<file path="src/rtl/bist_pkg.sv">
`default_nettype none
// +-----------------------------------------------------------------------+
// | bist_pkg - BIST_CODE state encodings shared with the BIST decoder       |
// | Rev 1.0                                                                 |
// +-----------------------------------------------------------------------+
package bist_pkg;

  localparam int BIST_CODE_W = 5;

  typedef enum logic [BIST_CODE_W-1:0] {
    BC_IDLE      = 5'd0,
    BC_INIT      = 5'd1,
    BC_MEM_WR    = 5'd2,
    BC_CNT_INC   = 5'd3,
    BC_CNT_RST   = 5'd4,
    BC_VEC_LD    = 5'd5,
    BC_VEC_SHIFT = 5'd6,
    BC_VEC_APPLY = 5'd7,
    BC_BUF_LD    = 5'd8,
    BC_LOG_RST   = 5'd9,
    BC_LOG_CLK   = 5'd10,
    BC_SETTLE    = 5'd11,
    BC_CMP       = 5'd12,
    BC_ERR       = 5'd13,
    BC_FIN_RST   = 5'd14,
    BC_CLEANUP   = 5'd15,
    BC_DONE      = 5'd16
  } bist_code_e;

endpackage
`default_nettype wire

</file>
<file path="src/rtl/bist_sequencer_if.sv">
`default_nettype none
// +-----------------------------------------------------------------------+
// | bist_sequencer_if - RUNBIST control and decoder-facing status bundle    |
// | Rev 1.0                                                                 |
// +-----------------------------------------------------------------------+
interface bist_sequencer_if #(
  parameter int VEC_W     = 2,
  parameter int ERR_CNT_W = 8
);
  import bist_pkg::*;

  logic                   BIST_start;
  logic                   BIST_abort;
  logic                   Cmp_mismatch;
  logic [BIST_CODE_W-1:0] BIST_CODE;
  logic                   BIST_busy;
  logic                   BIST_done;
  logic                   BIST_fail;
  logic [ERR_CNT_W-1:0]   Err_count;
  logic [VEC_W-1:0]       Vec_index;

  modport master (
    input  BIST_start, BIST_abort, Cmp_mismatch,
    output BIST_CODE, BIST_busy, BIST_done, BIST_fail, Err_count, Vec_index
  );

  modport slave (
    output BIST_start, BIST_abort, Cmp_mismatch,
    input  BIST_CODE, BIST_busy, BIST_done, BIST_fail, Err_count, Vec_index
  );
endinterface
`default_nettype wire

</file>
<file path="src/rtl/bist_wait_timer.sv">
`default_nettype none
// +-----------------------------------------------------------------------+
// | bist_wait_timer - loadable down-counter with zero flag                  |
// | Rev 1.0                                                                 |
// +-----------------------------------------------------------------------+
module bist_wait_timer #(
  parameter int W = 2
) (
  input  wire logic         clk_i,
  input  wire logic         res_n_i,
  input  wire logic         load_i,
  input  wire logic [W-1:0] load_val_i,
  output logic              zero_o
);

  logic [W-1:0] cnt_q, cnt_d;

  always_comb begin
    cnt_d = cnt_q;
    if (load_i)
      cnt_d = load_val_i;
    else if (cnt_q != '0)
      cnt_d = cnt_q - 1'b1;
  end

  always_ff @(posedge clk_i) begin
    if (!res_n_i)
      cnt_q <= '0;
    else
      cnt_q <= cnt_d;
  end

  assign zero_o = (cnt_q == '0);

endmodule
`default_nettype wire

</file>
<file path="src/rtl/bist_sequencer.sv">
`default_nettype none
// +-----------------------------------------------------------------------+
// | bist_sequencer - BIST master FSM: fill, per-vector test loop, cleanup   |
// | Rev 1.0                                                                 |
// +-----------------------------------------------------------------------+
module bist_sequencer
  import bist_pkg::*;
#(
  parameter int NUM_VECTORS    = 4,
  parameter int VEC_W          = 2,
  parameter int LOG_CLK_CYCLES = 4,
  parameter int SETTLE_CYCLES  = 2,
  parameter int ERR_CNT_W      = 8
) (
  input  wire logic         BIST_clk,
  input  wire logic         BIST_res_n,
  bist_sequencer_if.master  bus
);

  localparam int TMR_MAX = (LOG_CLK_CYCLES > SETTLE_CYCLES) ? LOG_CLK_CYCLES : SETTLE_CYCLES;
  localparam int TMR_W   = (TMR_MAX > 1) ? $clog2(TMR_MAX) : 1;
  localparam logic [VEC_W-1:0] VEC_LAST = VEC_W'(NUM_VECTORS - 1);

  bist_code_e           code_q, code_d;
  logic [VEC_W-1:0]     vec_q, vec_d;
  logic [ERR_CNT_W-1:0] err_q, err_d;
  logic                 fail_q, fail_d;
  logic                 aborted_q, aborted_d;
  logic                 busy_q, done_q;
  logic                 tmr_load;
  logic [TMR_W-1:0]     tmr_val;
  logic                 tmr_zero;
  logic                 vec_last;
  bist_code_e           adv_code;
  logic [VEC_W-1:0]     adv_vec;

  bist_wait_timer #(.W(TMR_W)) u_timer (
    .clk_i      (BIST_clk),
    .res_n_i    (BIST_res_n),
    .load_i     (tmr_load),
    .load_val_i (tmr_val),
    .zero_o     (tmr_zero)
  );

  assign vec_last = (vec_q == VEC_LAST);
  assign adv_code = vec_last ? BC_FIN_RST : BC_VEC_LD;
  assign adv_vec  = vec_last ? vec_q : vec_q + 1'b1;

  always_comb begin
    code_d    = code_q;
    vec_d     = vec_q;
    err_d     = err_q;
    fail_d    = fail_q;
    aborted_d = aborted_q;
    tmr_load  = 1'b0;
    tmr_val   = '0;
    case (code_q)
      BC_IDLE: if (bus.BIST_start) begin
        code_d = BC_INIT;
        vec_d  = '0;
        err_d  = '0;
        fail_d = 1'b0;
      end
      BC_INIT:      code_d = BC_MEM_WR;
      BC_MEM_WR:    code_d = BC_CNT_INC;
      BC_CNT_INC: begin
        code_d = vec_last ? BC_CNT_RST : BC_MEM_WR;
        vec_d  = vec_last ? '0 : vec_q + 1'b1;
      end
      BC_CNT_RST:   code_d = BC_VEC_LD;
      BC_VEC_LD:    code_d = BC_VEC_SHIFT;
      BC_VEC_SHIFT: code_d = BC_VEC_APPLY;
      BC_VEC_APPLY: code_d = BC_BUF_LD;
      BC_BUF_LD:    code_d = BC_LOG_RST;
      BC_LOG_RST: begin
        code_d   = BC_LOG_CLK;
        tmr_load = 1'b1;
        tmr_val  = TMR_W'(LOG_CLK_CYCLES - 1);
      end
      BC_LOG_CLK: if (tmr_zero) begin
        code_d   = BC_SETTLE;
        tmr_load = 1'b1;
        tmr_val  = TMR_W'(SETTLE_CYCLES - 1);
      end
      BC_SETTLE: if (tmr_zero) code_d = BC_CMP;
      BC_CMP: begin
        if (bus.Cmp_mismatch) begin
          code_d = BC_ERR;
          fail_d = 1'b1;
          if (!(&err_q)) err_d = err_q + 1'b1;
        end else begin
          code_d = adv_code;
          vec_d  = adv_vec;
        end
      end
      BC_ERR: begin
        code_d = adv_code;
        vec_d  = adv_vec;
      end
      BC_FIN_RST: code_d = BC_CLEANUP;
      BC_CLEANUP: begin
        code_d    = aborted_q ? BC_IDLE : BC_DONE;
        aborted_d = 1'b0;
      end
      BC_DONE: if (!bus.BIST_start) code_d = BC_IDLE;
      default: begin
        code_d    = BC_IDLE;
        aborted_d = 1'b0;
      end
    endcase

    // Abort discards whatever the normal transition computed, including a pending error count.
    if (bus.BIST_abort && (code_q >= BC_INIT) && (code_q <= BC_FIN_RST)) begin
      code_d    = BC_CLEANUP;
      aborted_d = 1'b1;
      vec_d     = vec_q;
      err_d     = err_q;
      fail_d    = fail_q;
      tmr_load  = 1'b0;
    end
  end

  always_ff @(posedge BIST_clk) begin
    if (!BIST_res_n) begin
      code_q    <= BC_IDLE;
      vec_q     <= '0;
      err_q     <= '0;
      fail_q    <= 1'b0;
      aborted_q <= 1'b0;
      busy_q    <= 1'b0;
      done_q    <= 1'b0;
    end else begin
      code_q    <= code_d;
      vec_q     <= vec_d;
      err_q     <= err_d;
      fail_q    <= fail_d;
      aborted_q <= aborted_d;
      busy_q    <= (code_d != BC_IDLE) && (code_d != BC_DONE);
      done_q    <= (code_d == BC_DONE);
    end
  end

  assign bus.BIST_CODE = code_q;
  assign bus.Vec_index = vec_q;
  assign bus.Err_count = err_q;
  assign bus.BIST_fail = fail_q;
  assign bus.BIST_busy = busy_q;
  assign bus.BIST_done = done_q;

endmodule
`default_nettype wire

</file>
<file path="src/flat_wrapper.sv">
// flat-port wrapper written by rule: the top's interface ports become plain ports
module bist_sequencer_flat import bist_pkg::*;
#(
  parameter int NUM_VECTORS    = 4,
  parameter int VEC_W          = 2,
  parameter int LOG_CLK_CYCLES = 4,
  parameter int SETTLE_CYCLES  = 2,
  parameter int ERR_CNT_W      = 8
)
  (BIST_clk, BIST_res_n, bus_BIST_start, bus_BIST_abort, bus_Cmp_mismatch, bus_BIST_CODE, bus_BIST_busy, bus_BIST_done, bus_BIST_fail, bus_Err_count, bus_Vec_index);
  bist_sequencer_if #(.VEC_W(VEC_W), .ERR_CNT_W(ERR_CNT_W)) bus_i ();
  input  wire logic BIST_clk;
  input  wire logic BIST_res_n;
  input wire logic [$bits(bus_i.BIST_start)-1:0] bus_BIST_start;
  input wire logic [$bits(bus_i.BIST_abort)-1:0] bus_BIST_abort;
  input wire logic [$bits(bus_i.Cmp_mismatch)-1:0] bus_Cmp_mismatch;
  output wire logic [$bits(bus_i.BIST_CODE)-1:0] bus_BIST_CODE;
  output wire logic [$bits(bus_i.BIST_busy)-1:0] bus_BIST_busy;
  output wire logic [$bits(bus_i.BIST_done)-1:0] bus_BIST_done;
  output wire logic [$bits(bus_i.BIST_fail)-1:0] bus_BIST_fail;
  output wire logic [$bits(bus_i.Err_count)-1:0] bus_Err_count;
  output wire logic [$bits(bus_i.Vec_index)-1:0] bus_Vec_index;
  assign bus_i.BIST_start = bus_BIST_start;
  assign bus_i.BIST_abort = bus_BIST_abort;
  assign bus_i.Cmp_mismatch = bus_Cmp_mismatch;
  assign bus_BIST_CODE = bus_i.BIST_CODE;
  assign bus_BIST_busy = bus_i.BIST_busy;
  assign bus_BIST_done = bus_i.BIST_done;
  assign bus_BIST_fail = bus_i.BIST_fail;
  assign bus_Err_count = bus_i.Err_count;
  assign bus_Vec_index = bus_i.Vec_index;
  bist_sequencer #(.NUM_VECTORS(NUM_VECTORS), .VEC_W(VEC_W), .LOG_CLK_CYCLES(LOG_CLK_CYCLES), .SETTLE_CYCLES(SETTLE_CYCLES), .ERR_CNT_W(ERR_CNT_W)) u_core (.BIST_clk(BIST_clk), .BIST_res_n(BIST_res_n), .bus(bus_i));
endmodule
</file>
<file path="config.mk">
export PLATFORM = sky130hd
export DESIGN_NAME = bist_sequencer_flat
export DESIGN_NICKNAME = d
export VERILOG_FILES = /design/src/rtl/bist_pkg.sv /design/src/rtl/bist_sequencer_if.sv /design/src/rtl/bist_wait_timer.sv /design/src/rtl/bist_sequencer.sv /design/src/flat_wrapper.sv
export SDC_FILE = /design/constraint.sdc
export NUM_CORES = 1
export LEC_CHECK = 0
export ABC_AREA = 1
export BUFFER_PORTS_ARGS = -buffer_cell sky130_fd_sc_hd__buf_2
export CELL_PAD_IN_SITES_DETAIL_PLACEMENT = 1
export CELL_PAD_IN_SITES_GLOBAL_PLACEMENT = 1
export CORE_MARGIN = 2
export CORE_UTILIZATION = 25
export CTS_CLUSTER_SIZE = 16
export DETAILED_ROUTE_END_ITERATION = 6
export GPL_TIMING_DRIVEN = 0
export MAX_ROUTING_LAYER = met4
export PLACE_DENSITY_LB_ADDON = 0.1
export SYNTH_ARGS = -nofsm -noshare
export SYNTH_HDL_FRONTEND = slang
export SYNTH_HIERARCHICAL = 1
export SYNTH_SLANG_ARGS = --single-unit
</file>
<file path="constraint.sdc">
create_clock -name BIST_clk -period 2 [get_ports BIST_clk]
set_input_delay 0.4 -clock BIST_clk [delete_from_list [all_inputs] [get_ports BIST_clk]]
set_output_delay 0.4 -clock BIST_clk [all_outputs]
set_load 0.02 [all_outputs]
</file>
==> flow_summary.yaml <==
run_status:
  status: "completed"
route:
  wl_per_cell_microns: 13.34
  ant_nets: 0
  num_vias: 1595
  wirelength_mm: 4.615
  vias_per_cell: 4.610
  drt_iter0_markers: 85
  drcViolationCount: 0
  drt_first_pass_iters: 4
yosys:
  syn_avg_cell_area_sq_um: 6.072
  synth_edf_count: 0
  synthAdderAreaFrac_pct: 3.364
  syn_inst: 245
  synth_seq_cells: 21
  synth_seq_area_share_pct: 28.26
  synth_top_family_by_area: "simple AND/OR/NAND/NOR gates"
  async_flop_share_pct: 0
  ys.flop_type: "dfxtp_1"
  synth.area.mux_share_pct: 0
  synthSimpleGateAreaFrac_pct: 46.34
  synth_cell_types: 25
  netlist_area_sq_um: 1488
  synth-xor-area-share_pct: 1.766
  yosysWarningCount: 6
  synth-compound-area-share_pct: 10.09
  syn_nets: 254
layout:
  drive_gt1_share_pct: 16.61
  seqCellArea_sq_um: 421.7
  fin_nets: 281
  area_growth_pct: 16.91
  n_antenna_cell: 0
  final_common_cell: "nand2_1"
  layout_common_cells: "nand2_1, inv_1, nor2_1"
  multi_input_area_sq_um: 915.9
  final_area_sq_um: 1739
  n_fill_cell: 781
power:
  irDropWorstVdd_mv: 0.4262
  intPower_uw: 959.3
  p_seq_share_pct: 29.5
  pwr-share-comb_pct: 54.8
  switchingPower_uw: 995.0
  pwr_density_cell_nw_per_um2: 1124
  p_clk_share_pct: 15.7
  leakage_nw: 0.9127
  swShare_pct: 50.91
global_route:
  grt_max_degree: 13
  grt_overflow: 0
  grt_pass1_wl_mm: 7.679
  gr-usage-all-layers_pct: 15.79
  grt_pass1_vias: 1554
  grt_antenna_before_repair: 0
floorplan:
  start_util_pct: 25.43
  fp-row-count: 28
  core_sq_um: 5851
  io_pins: 23
  die_w_microns: 81.14
  die_area_sq_um: 6584
  die_h_microns: 81.14
placement:
  place.port_buffers: 22
  hpwlAfterDp_mm: 3.585
  dpl_cell_area_sq_um: 1692
  place.gp.congestion: 0.8146
  preCtsSetupSlack_ps: 139.6
setup_path:
  worstPathArrival_ps: 1940
  ff2ff_setup_slack_ps: 220
  crit_required_ps: 2170
  cp.buffers_inverters: 3
  path_class: "flip-flop to flip-flop"
  start_kind: "flip-flop"
  worstRegToRegCells: 9
  worstReg2RegEnd: "u_core/u_timer/cnt_q[1]"
  worst-path-stages: 9
  end_kind: "flip-flop"
  r2r_start: "u_core/bus.BIST_CODE[3]"
  slowest_stage: "dfxtp_2"
  crit_fanout: 7
  slowest_delay_ps: 460
  crit_path_cell_trace: "inv_1 -> nor2_1 -> nand2_1 -> o21ai_0 -> nand2_1 -> inv_1 -> inv_1 -> o21ai_0 -> a21oi_1"
  crit_top_cell: "inv_1"
  crit_family: "simple AND/OR/NAND/NOR gates"
min_path:
  whs_endpoint: "u_core/bus.BIST_CODE[3]"
  hold_path.class: "input port to flip-flop"
  min_from: "BIST_res_n"
  holdPathStages: 3
timing:
  relSlewSlack_pct: 61.29
  finalSetupViolCount: 0
  max_freq_ghz: 0.5627
  slew_viol_final: 0
  finalClockSkew_ps: 3.120
  setup_ws_ps: 222.9
  tns_ps: 0
  period_needed_ps: 1777
  rsz0062_at_grt: "no"
  post-route-period-util_pct: 88.86
  finalHoldViolCount: 0
  tightest_slew_ps: 580.7
cts:
  clk_path_buf_depth: 2
  cts_tree: "done"
  h-tree-depth: 1
  cts_root_buf: "clkbuf_8"
  post-cts-setup-buffers: 0
  ctsHoldBuffers: 0
  cts.sinks: 21
  clk_pin_slew_ps: 90
  cts-resized-gates: 0
  clock_latency_ps: 270
  cts_buffers: 3
job:
  maxCapViolCount: 0
[cell usage after synthesis, drive strengths merged (2+ instances only)]
| master | number | share of area [%] |
|---|---|---|
| o21ai | 7 | 2.4 |
| buf | 2 | 0.84 |
| dfxtp | 21 | 28 |
| nand4 | 5 | 2.1 |
| nand3 | 29 | 10 |
| xor2 | 3 | 1.8 |
| inv | 36 | 9.1 |
| nand2 | 73 | 20 |
| nor2 | 39 | 13 |
| a21oi | 20 | 6.7 |
| ha | 4 | 3.4 |
[tightest hold or removal path: stages]
cell     delay (ps)
buf_2           160
nand2_1          80
inv_1            30
[area by class of cell]
cell class	count	share of cell area (%)
Multi-Input combinational cell	185	52.66
Timing Repair Buffer	22	6.331
Buffer	3	0.9353
Inverter	36	7.770
Clock buffer	3	2.374
Sequential cell	21	24.24
Tap cell	75	5.396
Clock inverter	1	0.2878
[layer usage]
layer / vias to the layer above / track usage [%] / routed length (microns)
met5: - / - / 0
met4: 0 / 5.085 / 62
met3: 5 / 2.333 / 123
met2: 18 / 23.47 / 1974
met1: 741 / 21.95 / 2455
li1: 831 / - / -
[worst max path at each step]
stage                                  from                       to  slack, ps
finish              u_core/bus.BIST_CODE[3]  u_core/u_timer/cnt_q[1]        220
global route        u_core/bus.BIST_CODE[4]  u_core/u_timer/cnt_q[1]         10
CTS                 u_core/bus.BIST_CODE[3]  u_core/u_timer/cnt_q[0]        110
detailed placement  u_core/bus.BIST_CODE[3]  u_core/u_timer/cnt_q[1]        140
global placement    u_core/bus.BIST_CODE[3]  u_core/u_timer/cnt_q[1]        100
floorplan           u_core/bus.BIST_CODE[4]  u_core/u_timer/cnt_q[1]        430
[power groups by stage]
stage               logic, mW  registers (mW)  clock network (mW)
finish                   1.07           0.577               0.307
floorplan               0.745           0.627                   0
global route             1.22           0.591               0.346
detailed placement       1.08           0.587                   0
global placement         1.08           0.587                   0
CTS                      1.08           0.577               0.326
[state kept, by name (all words and copies together), names as in the netlist]
signal,cells
u_core/bus.Err_count,8
u_core/bus.BIST_CODE,5
u_core/bus.Vec_index,2
u_core/u_timer/cnt_q,2
u_core/aborted_q,1
u_core/bus.BIST_busy,1
u_core/bus.BIST_done,1
u_core/bus.BIST_fail,1
[per-stage QoR]
stage | std cells | hold slack [ps] | util [%] | power [mW]
detailed placement | 342 | 453.9 | 28.91 | 1.664
global placement | 342 | 450.7 | 28.91 | 1.671
CTS | 346 | 424.6 | 29.70 | 1.986
finish | 346 | 417.5 | 29.73 | 1.954
global route | 346 | 438.5 | 29.73 | 2.158
floorplan | 245 | 434.7 | - | 1.372
[cell families (layout without fill, tap and decap cells)]
logic type | after synthesis | after routing
AOI/OAI and AO/OA | 29 | 29
xor gates and xnor gates | 3 | 3
adders and majority gates | 4 | 4
buffers and inverters | 39 | 65
DFF | 21 | 21
and+or+nand+nor | 149 | 149
No activity file was read; power rests on OpenSTA's default activity.
